File: src/rtl/mpcg_pkg.sv
// Shared types and helpers for the multi-phase clock generator.
// State encoding, minimum slot length and the phase-window test.
package mpcg_pkg;

  typedef enum logic {
    IDLE = 1'b0,
    RUN  = 1'b1
  } state_t;

  localparam int unsigned MIN_DIV = 1;

  // True when a channel starting at `phase` is high during `slot`.
  // slots is a power of two, so masking gives the modular distance.
  function automatic logic slot_in_window(
    input int unsigned slot,
    input int unsigned phase,
    input int unsigned slots
  );
    int unsigned d;
    d = (slot - phase) & (slots - 1);
    return d < (slots >> 1);
  endfunction

endpackage

File: src/rtl/slot_counter.sv
// Slot timebase: q_cnt counts clk cycles within a slot, slot counts slots.
// Ports: clk, rst, run (advance enable, cleared when low), div (cycles per
// slot), per_cnt, q_wrap, slot_nxt, period_end.
module slot_counter
  import mpcg_pkg::*;
#(
  parameter int unsigned CNT_W  = 16,
  parameter int unsigned SLOTS  = 4,
  parameter int unsigned SLOT_W = $clog2(SLOTS)
) (
  input  logic              clk,
  input  logic              rst,
  input  logic              run,
  input  logic [CNT_W-1:0]  div,
  output logic [CNT_W-1:0]  per_cnt,
  output logic              q_wrap,
  output logic [SLOT_W-1:0] slot_nxt,
  output logic              period_end
);

  logic [CNT_W-1:0]  q_cnt;
  logic [SLOT_W-1:0] slot;

  always_comb begin
    q_wrap     = (q_cnt == div - CNT_W'(MIN_DIV));
    slot_nxt   = q_wrap ? slot + SLOT_W'(1) : slot;
    period_end = q_wrap && (slot == SLOT_W'(SLOTS - 1));
  end

  always_ff @(posedge clk) begin
    if (rst || !run) begin
      q_cnt   <= '0;
      slot    <= '0;
      per_cnt <= '0;
    end else begin
      q_cnt <= q_wrap ? '0 : q_cnt + CNT_W'(1);
      slot  <= slot_nxt;
      if (period_end)
        per_cnt <= per_cnt + CNT_W'(1);
    end
  end

endmodule

File: src/rtl/multiphase_clk_gen.sv
// N-channel multi-phase clock generator with burst and graceful stop.
// Ports: clk, rst, start, stop, div_q, nper, phase, idle_lvl -> clk_out,
// busy, done, period_tick.
module multiphase_clk_gen
  import mpcg_pkg::*;
#(
  parameter int unsigned NCH    = 2,
  parameter int unsigned SLOTS  = 4,
  parameter int unsigned CNT_W  = 16,
  parameter int unsigned SLOT_W = $clog2(SLOTS)
) (
  input  logic                  clk,
  input  logic                  rst,
  input  logic                  start,
  input  logic                  stop,
  input  logic [CNT_W-1:0]      div_q,
  input  logic [CNT_W-1:0]      nper,
  input  logic [NCH*SLOT_W-1:0] phase,
  input  logic [NCH-1:0]        idle_lvl,
  output logic [NCH-1:0]        clk_out,
  output logic                  busy,
  output logic                  done,
  output logic                  period_tick
);

  state_t                state;
  logic [CNT_W-1:0]      div_sh;
  logic [CNT_W-1:0]      nper_sh;
  logic [NCH*SLOT_W-1:0] phase_sh;
  logic                  stop_pend;

  logic [CNT_W-1:0]  per_cnt;
  logic              q_wrap;
  logic [SLOT_W-1:0] slot_nxt;
  logic              period_end;

  logic [NCH-1:0] wave_nxt;
  logic [NCH-1:0] wave_first;
  logic           stop_now;
  logic           burst_done;
  logic           finish;

  slot_counter #(
    .CNT_W (CNT_W),
    .SLOTS (SLOTS),
    .SLOT_W(SLOT_W)
  ) u_cnt (
    .clk       (clk),
    .rst       (rst),
    .run       (state == RUN),
    .div       (div_sh),
    .per_cnt   (per_cnt),
    .q_wrap    (q_wrap),
    .slot_nxt  (slot_nxt),
    .period_end(period_end)
  );

  // Outputs are registered from the counter's next slot so that
  // clk_out lines up with the slot the counter is entering.
  always_comb begin
    wave_nxt   = '0;
    wave_first = '0;
    for (int k = 0; k < NCH; k++) begin
      wave_nxt[k] = slot_in_window(
        32'(slot_nxt),
        32'(phase_sh[k*SLOT_W +: SLOT_W]),
        SLOTS);
      wave_first[k] = slot_in_window(
        32'd0,
        32'(phase[k*SLOT_W +: SLOT_W]),
        SLOTS);
    end
    stop_now   = stop_pend | stop;
    burst_done = (nper_sh != '0) &&
                 (per_cnt + CNT_W'(1) == nper_sh);
    finish     = period_end && (stop_now || burst_done);
  end

  always_ff @(posedge clk) begin
    if (rst) begin
      state       <= IDLE;
      clk_out     <= idle_lvl;
      busy        <= 1'b0;
      done        <= 1'b0;
      period_tick <= 1'b0;
      stop_pend   <= 1'b0;
      div_sh      <= '0;
      nper_sh     <= '0;
      phase_sh    <= '0;
    end else begin
      unique case (state)
        IDLE: begin
          clk_out     <= idle_lvl;
          done        <= 1'b0;
          period_tick <= 1'b0;
          stop_pend   <= 1'b0;
          if (start && !stop) begin
            state       <= RUN;
            busy        <= 1'b1;
            period_tick <= 1'b1;
            clk_out     <= wave_first;
            div_sh      <= (div_q == '0) ? CNT_W'(MIN_DIV) : div_q;
            nper_sh     <= nper;
            phase_sh    <= phase;
          end
        end
        RUN: begin
          if (finish) begin
            state       <= IDLE;
            clk_out     <= idle_lvl;
            busy        <= 1'b0;
            done        <= 1'b1;
            period_tick <= 1'b0;
            stop_pend   <= 1'b0;
          end else begin
            clk_out     <= wave_nxt;
            done        <= 1'b0;
            period_tick <= q_wrap && (slot_nxt == '0);
            stop_pend   <= stop_now;
          end
        end
        default: state <= IDLE;
      endcase
    end
  end

endmodule

File: config.mk
export PLATFORM = sky130hd
export DESIGN_NAME = multiphase_clk_gen
export DESIGN_NICKNAME = d
export VERILOG_FILES = /design/src/rtl/mpcg_pkg.sv /design/src/rtl/slot_counter.sv /design/src/rtl/multiphase_clk_gen.sv
export SDC_FILE = /design/constraint.sdc
export NUM_CORES = 1
export LEC_CHECK = 0
export ABC_AREA = 0
export CAP_MARGIN = 20
export CORE_AREA = 2 2 81 114
export CTS_BUF_LIST = sky130_fd_sc_hd__clkbuf_8 sky130_fd_sc_hd__clkbuf_16
export DETAILED_ROUTE_END_ITERATION = 8
export DIE_AREA = 0 0 83 116
export GPL_TIMING_DRIVEN = 0
export HOLD_SLACK_MARGIN = 0.02
export PLACE_DENSITY_LB_ADDON = 0.2
export SKIP_CTS_REPAIR_TIMING = 1
export SYNTH_ARGS = -nofsm -noshare
export SYNTH_HDL_FRONTEND = slang
export SYNTH_SLANG_ARGS = --single-unit
File: constraint.sdc
create_clock -name clk -period 3.1 [get_ports clk]
set_input_delay 0.465 -clock clk [delete_from_list [all_inputs] [get_ports clk]]
set_output_delay 0.465 -clock clk [all_outputs]
set_load 0.005 [all_outputs]
==> qor.txt, run 1 <==
Avg Cell Area, Syn = 8.03 sq um
DRC violations left = 0
RSZ-0062 raised after global routing = true
Post-synth ARST share = 0%
DIE AREA = 9630 sq um
Max_cap viols = 0
Status = finished, final reports clean
First-pass GRT wire length = 17.8 mm
Final slew viol count = 0
Detailed Place HPWL = 8.52 mm
CP endpoint kind = flip-flop
Worst Tran Pin Value = 596 ps
Die W = 83 um
R2R Path Start = div_sh[8]
CTS Root Buffer Type = clkbuf_16
R2R Setup Slk = 80 ps
Antenna violations before repair = 0
Rows = 40
Fmax = 331 MHz
Initial Utilization = 50.3%
Ys flop type = dfxtp_1
Nets = 645
DR pass1 iterations = 4
CTS tree = done
Largest net degree at the start of global routing = 13
Die Ht = 116 um
Post-synth top cells = nand2_1, dfxtp_1, a21oi_1, xnor2_1, nor2_1
Layout Cells excl Fill = 709
Pwr dens = 476 nW/um^2
Worst hold path type = reg2reg
Distinct cells, synth = 62
Via density = 5.68
Tot GR Track Use = 23.5%
Fraction of layout cells with a size suffix above 1 = 10.9%
RePlAce Congestion = 0.937
Crit path DAT = 3300 ps
DRT Wirelength = 11.1 mm
Worst r2r dst = clk_out[0]
Post-Place Cells = 686
Clock slew at reported path FFs = 60 ps
Mapped Cells = 536
Fill cells = 773
Leak = 1.85 nW
Area growth syn-to-layout = 25.1%
Relative slew slack = 60.2%
Clock Latency Late Sink = 350 ps
Worst Setup SP = div_sh[8]
Most numerous cell in the Yosys netlist = nand2_1
Setup violators final = 0
Clock Sinks = 77
Synth Cell Area = 4300 sq um
Gr ovfl total = 0
N_diodes = 0
YS warnings = 0
Sequential cell area fraction in the yosys report = 35.8%
Data required time of the worst path = 3380 ps
Vias in the first global route = 3813
Crit path kind = reg2reg
Post-synth EDFFs = 0
Io pins = 47
H-tree depth = 3
Smallest hold slack = 469 ps
Worst setup path endpoint = clk_out[0]
Mapped Nets = 582
Initial DRC Count = 167
Crit path time final = 3020 ps
Area share of the largest cell type after synthesis = 35.8%
Post-route clock skew = 6.01 ps
TritonCTS Buffers = 9
Via count = 4024
Largest cells by area after synthesis = dfxtp_1, xnor2_1, nand2_1
Max rail drop VDD = 350 uV
Final ANT Viol Nets = 0
Detailed-route wire length per cell = 15.7 um
Core Area = 8560 sq um
Max Root-Sink Buffers = 2
PortBufs = 45
Tcrit/Tclk final = 97.4%
Startpoint Class = flip-flop
#FFs+latches synth = 77
Final hold vios = 0
Crit path max fanout = 6
Reg2Reg Depth = 9
Top cell type by total area after synthesis = dfxtp_1
state kept, by name (all words and copies together) (netlist names):
name	flops
busy	1
done	1
nper_sh	16
period_tick	1
state	1
u_cnt.q_cnt	16
u_cnt.slot	2
stop_pend	1
phase_sh	4
div_sh	16
clk_out	2
u_cnt.per_cnt	16
cells in the final DEF (no fill, tap or decap), types with 5 or more instances in the layout:
| cell | synthesis | routed |
|---|---|---|
| clkdlybuf4s50_1 | 0 | 45 |
| nor4_1 | 12 | 10 |
| clkbuf_16 | 0 | 9 |
| a31oi_1 | 5 | 5 |
| nand3_1 | 16 | 16 |
| clkbuf_1 | 23 | 20 |
| dfxtp_1 | 77 | 70 |
| xnor2_1 | 43 | 43 |
| nor3_1 | 10 | 9 |
| xor2_1 | 27 | 27 |
| nand2b_1 | 10 | 10 |
| nor2_1 | 40 | 39 |
| and4_1 | 7 | 7 |
| inv_1 | 6 | 5 |
| buf_4 | 0 | 10 |
| and3_1 | 8 | 8 |
| nand4_1 | 10 | 10 |
| or3_1 | 7 | 7 |
| a21oi_1 | 46 | 46 |
| mux2i_1 | 6 | 6 |
| o21ai_0 | 12 | 12 |
| dfxtp_2 | 0 | 5 |
| nand2_1 | 93 | 93 |
worst max-delay path: stages (launching register included):
cell and delay, ps:
dfxtp_2 360, or4_4 550, nor4_4 260, a31o_1 180, nand2_1 60, or4b_1 500
or4b_4 610, nor3_4 240, a31oi_1 110, o21ai_1 80
cell families (layout without fill, tap and decap cells):
logic type	after synthesis	after routing	synth area share, %
flip-flops	77	77	35.8
AND/OR/NAND/NOR	248	248	30.1
adder cells (fa/ha/maj)	4	4	1.16
multiplexers	7	7	1.66
AO/OA/AOI/OAI	92	92	13.3
buffers and inverters	38	106	3.75
XOR/XNOR	70	70	14.2
power breakdown:
part,internal [mW],total [mW],switching [mW]
combinational,0.177,0.360,0.182
sequential,1.02,1.05,0.0349
clock,0.743,1.15,0.408
total,1.94,2.56,0.625
metal layers:
| metal | up-vias | wire length (um) | global-route usage [%] |
|---|---|---|---|
| li1 | 1994 | - | - |
| met1 | 1893 | 4400 | 24.3 |
| met2 | 102 | 5920 | 43.9 |
| met3 | 35 | 449 | 5.84 |
| met4 | 0 | 381 | 11.9 |
| met5 | - | 0 | 0 |
final cells by class:
cell class              count  area (sq um)  area share, %
multi-input cells         421          2690           50.0
flip-flops and latches     77          1560           28.9
repair buffers             55           526           9.76
clock buffers              11           253           4.69
well taps                 105           131           2.44
plain buffers              29           128           2.37
clock inverters             5          73.8           1.37
inverters                   6          25.0          0.465
how the worst min path moves through the flow:
stage / start / to / depth (start not counted)
6_report: phase_sh[1] / phase_sh[1] / 2
5_1_grt: phase_sh[1] / phase_sh[1] / 2
4_1_cts: phase_sh[1] / phase_sh[1] / 2
3_5_place_dp: phase_sh[1] / phase_sh[1] / 2
3_3_place_gp: phase_sh[3] / phase_sh[3] / 2
2_1_floorplan: div_sh[15] / div_sh[15] / 2
metrics by stage:
stage	utilization [%]	total power [mW]	TNS [ps]	setup slack, ps	instance area (sq um)
after global placement	57.1	1.40	-5160	-307	4890
final	62.9	2.56	0	81.3	5390
after floorplan	-	1.28	0	169	4300
after detailed placement	57.1	1.40	-7710	-371	4890
after global routing	62.9	2.66	-279	-44.3	5390
after CTS	60.9	2.55	-8210	-376	5210
No activity file was read; power rests on OpenSTA's default activity.
==> inputs of run 2 (changes only) <==
Settings changed: SKIP_CTS_REPAIR_TIMING 1 to unset.
==> run 2 against run 1 <==
Clock skew rose by 0.96 ps. First-iteration DRC count rose by 3.0%. Register-to-register slack barely moved. Routed wire length rose by 1.0%. Largest power group unchanged. Flip-flop and latch count did not move. Non-clock buffer count did not move. Worst setup slack improved by 2.0 ps. Final cell count did not move. Final area rose by 0.74%. Sequential share of layout area fell by 0.21 points. Maximum frequency barely moved. Power barely moved.
==> qor.txt, run 2 (synthesis gave the netlist of run 1 again) <==
Status = finished, final reports clean
Via density = 5.68
Die W = 83 um
Max rail drop VDD = 349 uV
CTS Root Buffer Type = clkbuf_16
R2R Setup Slk = 80 ps
Clock Latency Late Sink = 350 ps
DRC violations left = 0
Switching share of power = 24.5%
Largest net degree at the start of global routing = 13
Fmax = 331 MHz
Layout Cells excl Fill = 709
Logic pwr share = 14.1%
Post-Place Cells = 686
Gr ovfl total = 0
Initial DRC Count = 172
Util after Layout = 63.4%
Final ANT Viol Nets = 0
Data required time of the worst path = 3320 ps
Nets = 645
Max_cap viols = 0
Sw power = 0.628 mW
CTS tree = done
Final Worst Setup Slack = 83.3 ps
Tot GR Track Use = 23.5%
Dpl cell area = 4890 sq um
Via count = 4030
Hold path start = phase_sh[1]
N_diodes = 0
Clock Sinks = 77
Worst Tran Pin Value = 597 ps
Pwr dens = 473 nW/um^2
RePlAce Congestion = 0.937
Fill cells = 764
Vias in the first global route = 3856
Hold Path End = phase_sh[1]
Commonest cells after routing, fill and taps aside = nand2_1, dfxtp_1, a21oi_1
TritonCTS Buffers = 9
Die Ht = 116 um
Cts hold-fix bufs = 0
Initial Utilization = 50.3%
DR pass1 iterations = 4
Rows = 40
CP endpoint kind = flip-flop
Relative slew slack = 60.1%
Max Root-Sink Buffers = 2
First-pass GRT wire length = 17.9 mm
Antenna violations before repair = 0
R2R Path Start = div_sh[1]
Final slew viol count = 0
Clock slew at reported path FFs = 60 ps
Smallest hold slack = 469 ps
Worst r2r dst = u_cnt.per_cnt[7]
Leak = 1.87 nW
RSZ-0062 raised after global routing = true
Startpoint Class = flip-flop
Area growth syn-to-layout = 26.0%
Sequential share of power = 41.1%
Worst hold path type = reg2reg
Setup violators final = 0
Crit path time final = 3020 ps
Crit path kind = reg2reg
Io pins = 47
Placement Setup Slack = -371 ps
Core Area = 8560 sq um
Post-route clock skew = 6.97 ps
Detailed Place HPWL = 8.52 mm
Design area = 5430 sq um
PortBufs = 45
Reg2Reg Depth = 11
Final hold vios = 0
Crit path max fanout = 5
H-tree depth = 3
Tcrit/Tclk final = 97.3%
Commonest non-fill, non-tap cell in the layout = nand2_1
Fraction of layout cells with a size suffix above 1 = 11.6%
DRT Wirelength = 11.3 mm
Worst hold stages = 2
DIE AREA = 9630 sq um
Crit path DAT = 3240 ps
Clock network fraction of design power = 44.8%
Detailed-route wire length per cell = 15.9 um
Pint = 1.94 mW
run 2: cell counts in the layout (fill, tap and decap cells not counted):
No cell type changed its count.
run 2: metrics by stage:
step	TNS, ps	total power [mW]
floorplan	0	1.28
global placement	-5160	1.40
detailed placement	-7710	1.40
CTS	0	2.56
global route	-56.9	2.65
finish	0	2.57
run 2: worst max-delay path by stage:
| stage | start | end | slack [ps] | depth (start not counted) |
|---|---|---|---|---|
| floorplan | div_sh[0] | u_cnt.per_cnt[7] | 170 | 11 |
| global placement | div_sh[0] | clk_out[0] | -310 | 11 |
| detailed placement | div_sh[0] | clk_out[1] | -370 | 11 |
| CTS | u_cnt.per_cnt[1] | period_tick | 8 | 10 |
| global route | div_sh[1] | u_cnt.per_cnt[7] | -20 | 11 |
| finish | div_sh[1] | u_cnt.per_cnt[7] | 80 | 11 |
run 2: what timing repair did:
action                                  4_1_cts  5_1_grt
resized for setup                            12       24
pin swaps                                     3       12
endpoints found under the setup margin       37       28
buffers inserted                              5        5
cloned                                        0        0
run 2: worst max-delay path, stage by stage (launching register included):
cell	delay (ps)
dfxtp_4	380
inv_2	50
ha_4	160
or3b_4	280
o22ai_4	90
a2111oi_4	390
nand2_1	80
or4b_1	500
or4b_4	620
nor3_4	150
xnor2_1	140
nor2_1	50
run 2: power groups by stage:
stage          clock, mW  combinational, mW  sequential, mW
2_1_floorplan          0              0.216            1.06
3_3_place_gp           0              0.326            1.07
3_5_place_dp           0              0.331            1.07
4_1_cts             1.16              0.347            1.05
5_1_grt             1.20              0.393            1.06
6_report            1.15              0.361            1.05
run 2: routing by layer:
metal  GRT usage, %  part of all wire, %  wire (um)
met1           24.5                   40       4530
met2           44.0                   53       5910
met3           4.56                  3.2        363
met4           13.7                  4.0        451
met5              0                    0          0
run 2: area by class of cell:
cell class | count | area (sq um) | share of cell area [%]
Sequential cell | 77 | 1560 | 28.7
Clock inverter | 5 | 73.8 | 1.36
Buffer | 29 | 129 | 2.38
Timing Repair Buffer | 55 | 526 | 9.69
Inverter | 6 | 22.5 | 0.415
Tap cell | 105 | 131 | 2.42
Multi-Input combinational cell | 421 | 2740 | 50.4
Clock buffer | 11 | 253 | 4.66
==> inputs of run 3 (changes only) <==
Settings changed: PLACE_DENSITY_LB_ADDON 0.2 to 0.12.
==> run 3 against run 2 <==
The flow now finishes with violations (setup timing). Global-route usage is 1.3 points higher. Sequential power hardly changed. Flip-flop and latch count stayed put. Critical endpoint is now clk_out[1]. Largest power group unchanged.
==> qor.txt, run 3 (synthesis gave the netlist of run 1 again) <==
Detailed-route wire length per cell = 16.5 um
Die Ht = 116 um
Commonest non-fill, non-tap cell in the layout = nand2_1
Final hold vios = 0
Violated checks = setup timing
TNS Setup = -61.8 ps
Data required time of the worst path = 3370 ps
Final slew viol count = 0
Dpl cell area = 4890 sq um
Nets = 645
H-tree depth = 3
Crit path kind = reg2reg
Detailed Place HPWL = 8.74 mm
Tot GR Track Use = 24.9%
Max_cap viols = 0
Rows = 40
Via density = 5.70
Final ANT Viol Nets = 0
Via count = 4040
Crit path max fanout = 5
Clock slew at reported path FFs = 60 ps
Startpoint Class = flip-flop
Crit path DAT = 3400 ps
CTS tree = done
Clock Latency Late Sink = 340 ps
Fraction of layout cells with a size suffix above 1 = 11.9%
Largest net degree at the start of global routing = 14
Setup violators final = 3
First-pass GRT wire length = 19.0 mm
Die W = 83 um
Fill cells = 757
Commonest cells after routing, fill and taps aside = nand2_1, dfxtp_1, a21oi_1, clkdlybuf4s50_1, xnor2_1
Critical-path cell list = or4_4, nor4_4, a31o_1, nand2_1, or4b_1, or4b_4, nor3_4, a31oi_1, o21ai_1
Area growth syn-to-layout = 26.4%
Gr ovfl total = 0
Max rail drop VDD = 350 uV
Post-route clock skew = 9.38 ps
Fmax = 319 MHz
Relative slew slack = 60.9%
Antenna violations before repair = 0
Max stage delay on crit path = 630 ps
PortBufs = 45
Final Worst Setup Slack = -36.5 ps
Tcrit/Tclk final = 101%
Initial DRC Count = 260
RSZ-0062 raised after global routing = true
RePlAce Congestion = 0.922
Worst hold path type = reg2reg
Leak = 1.86 nW
Worst Tran Pin Value = 584 ps
Clock Sinks = 77
CP endpoint kind = flip-flop
Initial Utilization = 50.3%
Crit path time final = 3140 ps
CP max-delay cell = or4b_4
DRC violations left = 0
Status = finished with violations
DRT Wirelength = 11.7 mm
Design area = 5440 sq um
Max Root-Sink Buffers = 2
N_diodes = 0
Pwr dens = 472 nW/um^2
DIE AREA = 9630 sq um
Core Area = 8560 sq um
DR pass1 iterations = 4
Io pins = 47
Vias in the first global route = 4102
Power consumption = 2.57 mW
CTS Root Buffer Type = clkbuf_16
TritonCTS Buffers = 9
run 3: critical path: cells and delay by family, from the launching register on:
family           cells  cell delay [ps]
AND/OR/NAND/NOR      6             2310
flip-flops           1              350
AO/OA/AOI/OAI        3              410
run 3: stage by stage:
stage	hold slack [ps]	std cells	setup WS, ps	utilization, %
2_1_floorplan	448	536	169	-
3_3_place_gp	456	686	-344	57.1
3_5_place_dp	474	686	-394	57.1
4_1_cts	484	708	6.56	62.0
5_1_grt	497	709	-134	63.6
6_report	475	709	-36.5	63.6
run 3: final timing paths:
| path | startpoint | slack [ps] | depth (start not counted) | to |
|---|---|---|---|---|
| worst max-delay path | div_sh[10] | -40 | 9 | clk_out[1] |
| worst min-delay path | phase_sh[3] | 480 | 2 | phase_sh[3] |
| worst max register to register | div_sh[10] | -40 | 9 | clk_out[1] |
| worst min register to register | phase_sh[3] | 480 | 2 | phase_sh[3] |
run 3: report_power, final:
group	switching (mW)	internal, mW	total (mW)
Sequential	0.0346	1.02	1.05
Clock	0.411	0.725	1.14
Combinational	0.196	0.182	0.378
run 3: cell type report:
type	instances	area, sq um	share of cell area (%)
buffer	28	125	2.30
clock inverter	6	86.3	1.59
tap	105	131	2.42
timing repair buffer	56	533	9.80
sequential	77	1550	28.6
multi-input combinational	421	2750	50.5
inverter	6	25.0	0.460
clock buffer	10	239	4.39
run 3: per-layer routing:
layer / GRT usage (%) / routed length (um)
met1: 24.5 / 4400
met5: 0 / 0
met3: 4.13 / 395
met4: 14.5 / 407
met2: 48.8 / 6520
run 3: repair_timing:
item                       CTS  global route
pin swaps                    5            11
hold buffers                 0             0
setup endpoints to repair   39            25
buffers inserted             7             4
resized for setup           11            25
